File: src/rtl/mandel_pkg.sv
// ====================================================================
// Package : mandel_pkg
// Shared widths, pixel-field offsets and receiver state encoding.
// Rev     : 1.0
// ====================================================================
`default_nettype none

package mandel_pkg;

  localparam int COLOR_W  = 24;
  localparam int WORD_W   = 64;
  localparam int PIX0_LSB = 0;
  localparam int PIX1_LSB = 24;
  localparam int BUF_W    = 2 * COLOR_W;
  localparam int COORD_W  = 12;

  typedef enum logic [1:0] {
    EMPTY = 2'd0,
    LOW   = 2'd1,
    HIGH  = 2'd2
  } rx_state_t;

endpackage

`default_nettype wire

File: src/rtl/mandel_pixel_receiver_if.sv
// ====================================================================
// Interface : mandel_pixel_receiver_if
// Packed-word input stream plus framebuffer pixel write port.
// Rev       : 1.0
// ====================================================================
`default_nettype none

interface mandel_pixel_receiver_if #(
  parameter int ADDR_W = 24
) ();
  import mandel_pkg::*;

  logic [WORD_W-1:0]  in_data;
  logic               in_single;
  logic               in_valid;
  logic               in_ready;
  logic               pix_we;
  logic               pix_stall;
  logic [COLOR_W-1:0] pix_color;
  logic [ADDR_W-1:0]  pix_addr;
  logic [COORD_W-1:0] pix_x;
  logic [COORD_W-1:0] pix_y;
  logic               frame_done;

  // Receiver side
  modport slave (
    input  in_data, in_single, in_valid, pix_stall,
    output in_ready, pix_we, pix_color, pix_addr, pix_x, pix_y, frame_done
  );

  // Renderer / framebuffer side
  modport master (
    output in_data, in_single, in_valid, pix_stall,
    input  in_ready, pix_we, pix_color, pix_addr, pix_x, pix_y, frame_done
  );

endinterface

`default_nettype wire

File: src/rtl/mandel_raster_counter.sv
// ====================================================================
// Module : mandel_raster_counter
// Raster x/y counter with a lockstep linear address and frame wrap flag.
// Rev    : 1.0
// ====================================================================
`default_nettype none

module mandel_raster_counter
  import mandel_pkg::*;
#(
  parameter int X_SIZE = 1680,
  parameter int Y_SIZE = 1050,
  parameter int ADDR_W = 24
) (
  input  wire logic               CLK,
  input  wire logic               reset,
  input  wire logic               advance,
  output logic [COORD_W-1:0]      x,
  output logic [COORD_W-1:0]      y,
  output logic [ADDR_W-1:0]       addr,
  output logic                    wrap
);

  localparam logic [COORD_W-1:0] c_X_LAST = COORD_W'(X_SIZE - 1);
  localparam logic [COORD_W-1:0] c_Y_LAST = COORD_W'(Y_SIZE - 1);

  logic [COORD_W-1:0] r_x;
  logic [COORD_W-1:0] r_y;
  logic [ADDR_W-1:0]  r_addr;
  logic               w_x_end;
  logic               w_y_end;

  assign w_x_end = (r_x == c_X_LAST);
  assign w_y_end = (r_y == c_Y_LAST);
  assign wrap    = advance && w_x_end && w_y_end;

  // Address tracks y*X_SIZE+x by counting, so no multiplier is needed
  always_ff @(posedge CLK or posedge reset) begin
    if (reset) begin
      r_x    <= '0;
      r_y    <= '0;
      r_addr <= '0;
    end else if (advance) begin
      if (w_x_end) begin
        r_x <= '0;
        if (w_y_end) begin
          r_y    <= '0;
          r_addr <= '0;
        end else begin
          r_y    <= r_y + 1'b1;
          r_addr <= r_addr + 1'b1;
        end
      end else begin
        r_x    <= r_x + 1'b1;
        r_addr <= r_addr + 1'b1;
      end
    end
  end

  assign x    = r_x;
  assign y    = r_y;
  assign addr = r_addr;

endmodule

`default_nettype wire

File: src/rtl/mandel_pixel_receiver.sv
// ====================================================================
// Module : mandel_pixel_receiver
// Unpacks two-pixel words into a raster-addressed framebuffer write port.
// Optional frame/stall statistics ports when MANDEL_RX_STATS_EN is defined.
// Rev    : 1.0
// ====================================================================
`default_nettype none

module mandel_pixel_receiver
  import mandel_pkg::*;
#(
  parameter int X_SIZE = 1680,
  parameter int Y_SIZE = 1050,
  parameter int ADDR_W = 24
) (
  input  wire logic              CLK,
  input  wire logic              reset,
  mandel_pixel_receiver_if.slave bus
`ifdef MANDEL_RX_STATS_EN
  ,
  output logic [15:0]            frame_count,
  output logic [31:0]            stall_cycles
`endif
);

  rx_state_t          r_state;
  rx_state_t          w_state_nxt;
  logic [BUF_W-1:0]   r_buf;
  logic               r_single;
  logic               r_frame_done;

  logic               w_pix_we;
  logic               w_last;
  logic               w_in_ready;
  logic               w_word_xfer;
  logic               w_pix_xfer;
  logic [COLOR_W-1:0] w_color;
  logic               w_wrap;
  logic [COORD_W-1:0] w_x;
  logic [COORD_W-1:0] w_y;
  logic [ADDR_W-1:0]  w_addr;
  logic               w_unused_hi;

  assign w_unused_hi = ^bus.in_data[WORD_W-1:BUF_W];

  always_ff @(posedge CLK or posedge reset) begin
    if (reset) begin
      r_state <= EMPTY;
    end else begin
      r_state <= w_state_nxt;
    end
  end

  // A new word may load in the same cycle the buffer's last pixel leaves
  always_comb begin
    w_pix_we    = (r_state != EMPTY);
    w_last      = (r_state == HIGH) || ((r_state == LOW) && r_single);
    w_in_ready  = (r_state == EMPTY) || (w_last && !bus.pix_stall);
    w_word_xfer = bus.in_valid && w_in_ready;
    w_pix_xfer  = w_pix_we && !bus.pix_stall;
    w_color     = '0;
    w_state_nxt = r_state;
    case (r_state)
      EMPTY: begin
        if (w_word_xfer) begin
          w_state_nxt = LOW;
        end
      end
      LOW: begin
        w_color = r_buf[PIX0_LSB +: COLOR_W];
        if (w_pix_xfer) begin
          if (r_single) begin
            w_state_nxt = w_word_xfer ? LOW : EMPTY;
          end else begin
            w_state_nxt = HIGH;
          end
        end
      end
      HIGH: begin
        w_color = r_buf[PIX1_LSB +: COLOR_W];
        if (w_pix_xfer) begin
          w_state_nxt = w_word_xfer ? LOW : EMPTY;
        end
      end
      default: begin
        w_state_nxt = EMPTY;
      end
    endcase
  end

  always_ff @(posedge CLK or posedge reset) begin
    if (reset) begin
      r_buf        <= '0;
      r_single     <= 1'b0;
      r_frame_done <= 1'b0;
    end else begin
      if (w_word_xfer) begin
        r_buf    <= bus.in_data[BUF_W-1:0];
        r_single <= bus.in_single;
      end
      r_frame_done <= w_wrap;
    end
  end

  mandel_raster_counter #(
    .X_SIZE (X_SIZE),
    .Y_SIZE (Y_SIZE),
    .ADDR_W (ADDR_W)
  ) u_counter (
    .CLK     (CLK),
    .reset   (reset),
    .advance (w_pix_xfer),
    .x       (w_x),
    .y       (w_y),
    .addr    (w_addr),
    .wrap    (w_wrap)
  );

  assign bus.in_ready   = w_in_ready;
  assign bus.pix_we     = w_pix_we;
  assign bus.pix_color  = w_color;
  assign bus.pix_addr   = w_addr;
  assign bus.pix_x      = w_x;
  assign bus.pix_y      = w_y;
  assign bus.frame_done = r_frame_done;

`ifdef MANDEL_RX_STATS_EN
  logic [15:0] r_frame_count;
  logic [31:0] r_stall_cycles;

  // Frame count wraps naturally; stall count saturates at all-ones
  always_ff @(posedge CLK or posedge reset) begin
    if (reset) begin
      r_frame_count  <= '0;
      r_stall_cycles <= '0;
    end else begin
      if (r_frame_done) begin
        r_frame_count <= r_frame_count + 1'b1;
      end
      if (w_pix_we && bus.pix_stall && (r_stall_cycles != '1)) begin
        r_stall_cycles <= r_stall_cycles + 1'b1;
      end
    end
  end

  assign frame_count  = r_frame_count;
  assign stall_cycles = r_stall_cycles;
`endif

endmodule

`default_nettype wire
File: src/flat_wrapper.sv
// flat-port wrapper written by rule: the top's interface ports become plain ports
module mandel_pixel_receiver_flat import mandel_pkg::*;
#(
  parameter int X_SIZE = 1680,
  parameter int Y_SIZE = 1050,
  parameter int ADDR_W = 24
)
  (CLK, reset, bus_in_data, bus_in_single, bus_in_valid, bus_pix_stall, bus_in_ready, bus_pix_we, bus_pix_color, bus_pix_addr, bus_pix_x, bus_pix_y, bus_frame_done);
  mandel_pixel_receiver_if #(.ADDR_W(ADDR_W)) bus_i ();
  input  wire logic CLK;
  input  wire logic reset;
  input wire logic [$bits(bus_i.in_data)-1:0] bus_in_data;
  input wire logic [$bits(bus_i.in_single)-1:0] bus_in_single;
  input wire logic [$bits(bus_i.in_valid)-1:0] bus_in_valid;
  input wire logic [$bits(bus_i.pix_stall)-1:0] bus_pix_stall;
  output wire logic [$bits(bus_i.in_ready)-1:0] bus_in_ready;
  output wire logic [$bits(bus_i.pix_we)-1:0] bus_pix_we;
  output wire logic [$bits(bus_i.pix_color)-1:0] bus_pix_color;
  output wire logic [$bits(bus_i.pix_addr)-1:0] bus_pix_addr;
  output wire logic [$bits(bus_i.pix_x)-1:0] bus_pix_x;
  output wire logic [$bits(bus_i.pix_y)-1:0] bus_pix_y;
  output wire logic [$bits(bus_i.frame_done)-1:0] bus_frame_done;
  assign bus_i.in_data = bus_in_data;
  assign bus_i.in_single = bus_in_single;
  assign bus_i.in_valid = bus_in_valid;
  assign bus_i.pix_stall = bus_pix_stall;
  assign bus_in_ready = bus_i.in_ready;
  assign bus_pix_we = bus_i.pix_we;
  assign bus_pix_color = bus_i.pix_color;
  assign bus_pix_addr = bus_i.pix_addr;
  assign bus_pix_x = bus_i.pix_x;
  assign bus_pix_y = bus_i.pix_y;
  assign bus_frame_done = bus_i.frame_done;
  mandel_pixel_receiver #(.X_SIZE(X_SIZE), .Y_SIZE(Y_SIZE), .ADDR_W(ADDR_W)) u_core (.CLK(CLK), .reset(reset), .bus(bus_i));
endmodule
File: config.mk
export PLATFORM = sky130hd
export DESIGN_NAME = mandel_pixel_receiver_flat
export DESIGN_NICKNAME = d
export VERILOG_FILES = /design/src/rtl/mandel_pkg.sv /design/src/rtl/mandel_pixel_receiver_if.sv /design/src/rtl/mandel_raster_counter.sv /design/src/rtl/mandel_pixel_receiver.sv /design/src/flat_wrapper.sv
export SDC_FILE = /design/constraint.sdc
export NUM_CORES = 1
export LEC_CHECK = 0
export CORE_MARGIN = 2
export CORE_UTILIZATION = 30
export CTS_BUF_LIST = sky130_fd_sc_hd__clkbuf_8
export DETAILED_ROUTE_END_ITERATION = 16
export SLEW_MARGIN = 20
export SYNTH_ARGS = -nofsm -noshare
export SYNTH_HDL_FRONTEND = slang
export SYNTH_SLANG_ARGS = --single-unit
export TNS_END_PERCENT = 100
File: constraint.sdc
create_clock -name CLK -period 9.9 [get_ports CLK]
set_clock_uncertainty 0.05 [all_clocks]
set_input_delay 1.98 -clock CLK [delete_from_list [all_inputs] [get_ports CLK]]
set_output_delay 1.98 -clock CLK [all_outputs]
set_load 0.005 [all_outputs]
Word level (Yosys, flattened, before mapping)
Index checks and enable logic that the tools add are counted.
Storage, ports and cells
  register bits after elaboration: 100
  output and inout bits: 75
Operators by class
  add/sub/neg operators: 3
  equality and inequality tests: 7
  multiplexer cells: 11
  reductions and logical operators: 13
Operators with widths (number)
  $mux 24: 2
  $pmux 24 s2: 1
  $add 12x1->12 const B: 2
  $add 24x1->24 const B: 1
  $eq 12x11->1 const B: 2
  $mux 12: 2
  $mux 2: 4
  $logic_and 1x1->1: 6
  $pmux 2 s3: 1
  $ne 2x2->1 const B: 2
  $reduce_and 3->1: 1
  $eq 2x1->1 const B: 1
  $eq 2x2->1 const B: 1
  $logic_not 2->1: 1
  $logic_or 1x1->1: 2
  $ne 2x1->1 const B: 1
  $reduce_and 2->1: 1
  $reduce_bool 2->1: 1
  $logic_not 1->1: 1
  $mux 1: 1

Longest topological paths before layout
  depth after elaboration: 10
  mapped depth: 8
  gate-level depth less buffers: 6

Hierarchy
From an unflattened synthesis, not the netlist that was laid out.
Second synthesis, totals
  cell total of the unflattened synthesis: 436
  area, all modules: 4943.5 um^2
Modules (own cells, without submodules)
  mandel_pixel_receiver: instances 1, cells each 185, area an instance 2474.9 um^2
  mandel_raster_counter: instances 1, cells each 251, area an instance 2468.6 um^2

Worst setup path after synthesis
Ideal clock, no wire load.
  path kind: input-to-output
  start: input bus_pix_stall
  end: output bus_in_ready
  arrival time: 2209 ps
  required time: 7870 ps
  setup slack: 5661 ps
  stages: 1
  cell sequence: o21ai_0
On the way
  longest elaborated chain between the ends: 3
Ends and longest elaborated chain
  start, declared: RTL line flat_wrapper.sv:15  | input wire logic [$bits(bus_i.pix_stall)-1:0] bus_pix_stall;
  $logic_not 1->1: RTL line mandel_pixel_receiver.sv:58  | w_in_ready = (r_state == EMPTY) || (w_last && !bus.pix_stall);
  $logic_and 1x1->1: RTL line mandel_pixel_receiver.sv:58
  $logic_or 1x1->1: RTL line mandel_pixel_receiver.sv:58
  end, declared: RTL line flat_wrapper.sv:16  | output wire logic [$bits(bus_i.in_ready)-1:0] bus_in_ready;
No other way between the ends.

Final worst setup path
Same ends and word-level chain as after synthesis.

==> flow_metrics.tcl <==
set metrics [dict create \
    required_ns 7.87 \
    antenna_found_initial 0 \
    ctsLongestPathBuffers 2 \
    syn_inst 440 \
    grt_max_degree 52 \
    finalHoldViolations 0 \
    final_area_um2 6490 \
    reg2regPathDepth 6 \
    globalplace.congestion 0.784 \
    cts_tree "yes" \
    worst_slew_pin_slew_ns 0.836 \
    dr.pass1.iters 4 \
    drt_iter0_markers 121 \
    maxSlewHeadroom_pct 44.1 \
    synth-seq-area-share_pct 51.9 \
    ios 144 \
    p_leak_nw 2.54 \
    setup_violations 0 \
    grt_usage_pct 14.8 \
    antennaDiodeCount 0 \
    max_freq_mhz 178 \
    netlist.area_leader.share_pct 51.9 \
    whs_endpoint "u_core.u_counter.y[11]" \
    drive_gt1_share_pct 12.7 \
    synth_area_leaders "dfrtp_1 (52%), mux2_2 (11%), a22oi_1 (3.7%)" \
    synth_top_area_cell "dfrtp_1" \
    yosys_warnings 0 \
    synth_area_per_cell_um2 11.0 \
    overflow 0 \
    worst_setup_path_end_kind "output port" \
    num_rows 46 \
    place_inst 762 \
    r2r-start "u_core.r_state[0]" \
    cp_max_fo 6 \
    grt_pass1_vias 3804 \
    via_per_inst 4.95 \
    worstSkewPairLatency_ns 0.37 \
    hold-path-cell-count 1 \
    drcViolationCount 0 \
    path_clk_slew_ns 0.09 \
    fin_crit_ns 5.61 \
    drt-total-wl_um 12200 \
    worstSetupPathType "input port to output port" \
    finalNonFillerCells 776 \
    grt_pass1_wl_um 19700 \
    layout_setup_ws_ns 4.29 \
    core_um2 15800 \
    cts_hold_buf 0 \
    regToRegEndpoint "u_core.u_counter.y[11]" \
    mostFrequentLayoutCells "clkdlybuf4s50_1 (127), dfrtp_1 (100), mux2_2 (49)" \
    die_h_um 131 \
    fp.dieW_um 131 \
    maxCapViolCount 0 \
    report.final.slew_viol_count 0 \
    start_kind "input port" \
    final_nets 634 \
    powerDensity_nw_per_um2 228 \
    cp.arrival_ns 3.58 \
    dieArea_um2 17100 \
    rsz0062_at_grt "false" \
    clock_sinks 100 \
    hold_start "u_core.u_counter.y[11]" \
    peakVddDrop_v 0.0000992 \
    fill_cells 1500 \
    cp-startpoint "bus_pix_stall" \
    port_buffers 127 \
    rrSetupSlack_ns 6.96 \
    hpwl_um 8250 \
    cts_setup_buffers 0 \
    fin_setup_tns_ns 0 \
    status "completed" \
    dpl_worst_slack_ns 4.27 \
    hold_path.class "register to register" \
    synthesis.area_um2 4830 \
    wl_per_cell_um 15.7 \
    post_cts_resized 0 \
    netlist-cell-type-count 44 \
    vias 3839 \
    final_core_util_pct 41.0 \
    cts-root-buf "clkbuf_8" \
    areaGrowthSynthToFinish_pct 34.5 \
    start_util_pct 30.5 \
    ant_nets 0 \
    ys_ff_latch 100 \
    syn-num-nets 517 \
    period_share_pct 56.7 \
    place_area_um2 6300 \
    h-tree-depth 3 \
    cts_buffers 9 \
    final_common_cell "clkdlybuf4s50_1" \
]
[state kept, by name (all words and copies together) (netlist names)]
signal and count:
u_core.bus.frame_done 1, u_core.r_buf 48, u_core.r_single 1, u_core.r_state 2
u_core.u_counter.addr 24, u_core.u_counter.x 12, u_core.u_counter.y 12
[how the worst max path moves through the flow]
stage,to,slack (ns),cells after the start
finish,bus_in_ready,4.29,3
global route,bus_in_ready,4.18,3
CTS,bus_in_ready,4.25,3
detailed placement,bus_in_ready,4.27,3
global placement,bus_in_ready,4.42,3
floorplan,u_core.bus.frame_done,5.25,1
[where the power goes]
group | leakage, nW | total, W | internal (W) | switching [W]
combinational | 1.22 | 0.000590 | 0.000336 | 0.000253
sequential | 1.21 | 0.000628 | 0.000537 | 0.0000909
clock | 0.102 | 0.000265 | 0.000127 | 0.000138
total | 2.54 | 0.00148 | 0.00100 | 0.000483
[cells by family after synthesis]
kind of cell,synth area share (%)
flops,51.9
simple gates,17.5
xor+xnor,4.17
buf+inv,3.03
compound gates,9.90
fa+ha+maj,2.07
mux,11.4
[metrics by stage]
step	power (W)	hold WS [ns]
floorplan	0.000970	0.428
global placement	0.00121	0.433
detailed placement	0.00123	0.443
CTS	0.00151	0.458
global route	0.00159	0.473
finish	0.00148	0.451
[area by class of cell]
type / instances / area (µm²) / area share [%]
clock buffer: 11 / 151 / 2.33
sequential: 100 / 2500 / 38.6
clock inverter: 3 / 38.8 / 0.598
multi-input combinational: 304 / 2190 / 33.7
tap: 216 / 270 / 4.16
inverter: 13 / 51.3 / 0.790
timing repair buffer: 129 / 1290 / 19.8
[worst max-delay path: stages]
cell,delay (ns)
clkdlybuf4s50_1,0.54
o21ai_0,0.43
clkdlybuf4s50_1,0.63
[metal layers]
metal | global-route usage, % | vias to the layer above | routed length, µm
met3 | 5.42 | 13 | 1080
met5 | 0 | - | 0
met1 | 18.2 | 1882 | 5260
met4 | 5.69 | 0 | 182
li1 | - | 1814 | -
met2 | 23.9 | 130 | 5660
[cells in the mapped netlist, drive strengths merged]
| master | count |
|---|---|
| o32ai | 1 |
| buf | 10 |
| nand3 | 12 |
| nor3b | 1 |
| and3 | 3 |
| nor2 | 20 |
| inv | 13 |
| nand2 | 31 |
| xor2 | 12 |
| a21o | 1 |
| nor4b | 1 |
| and2 | 2 |
| o31a | 1 |
| nand4 | 9 |
| nor3 | 5 |
| dfrtp | 100 |
| nor4 | 7 |
| a22o | 1 |
| a22oi | 24 |
| a21oi | 20 |
| o22a | 1 |
| and4b | 1 |
| and4 | 6 |
| or3 | 12 |
| o22ai | 1 |
| or4 | 8 |
| nand4bb | 2 |
| a211oi | 1 |
| o21ai | 15 |
| a31oi | 1 |
| nor2b | 24 |
| ha | 8 |
| nor4bb | 1 |
| o31ai | 8 |
| or4b | 2 |
| mux2 | 49 |
| clkbuf | 13 |
| or2 | 2 |
| xnor2 | 11 |
(Power assumes the default switching activity.)
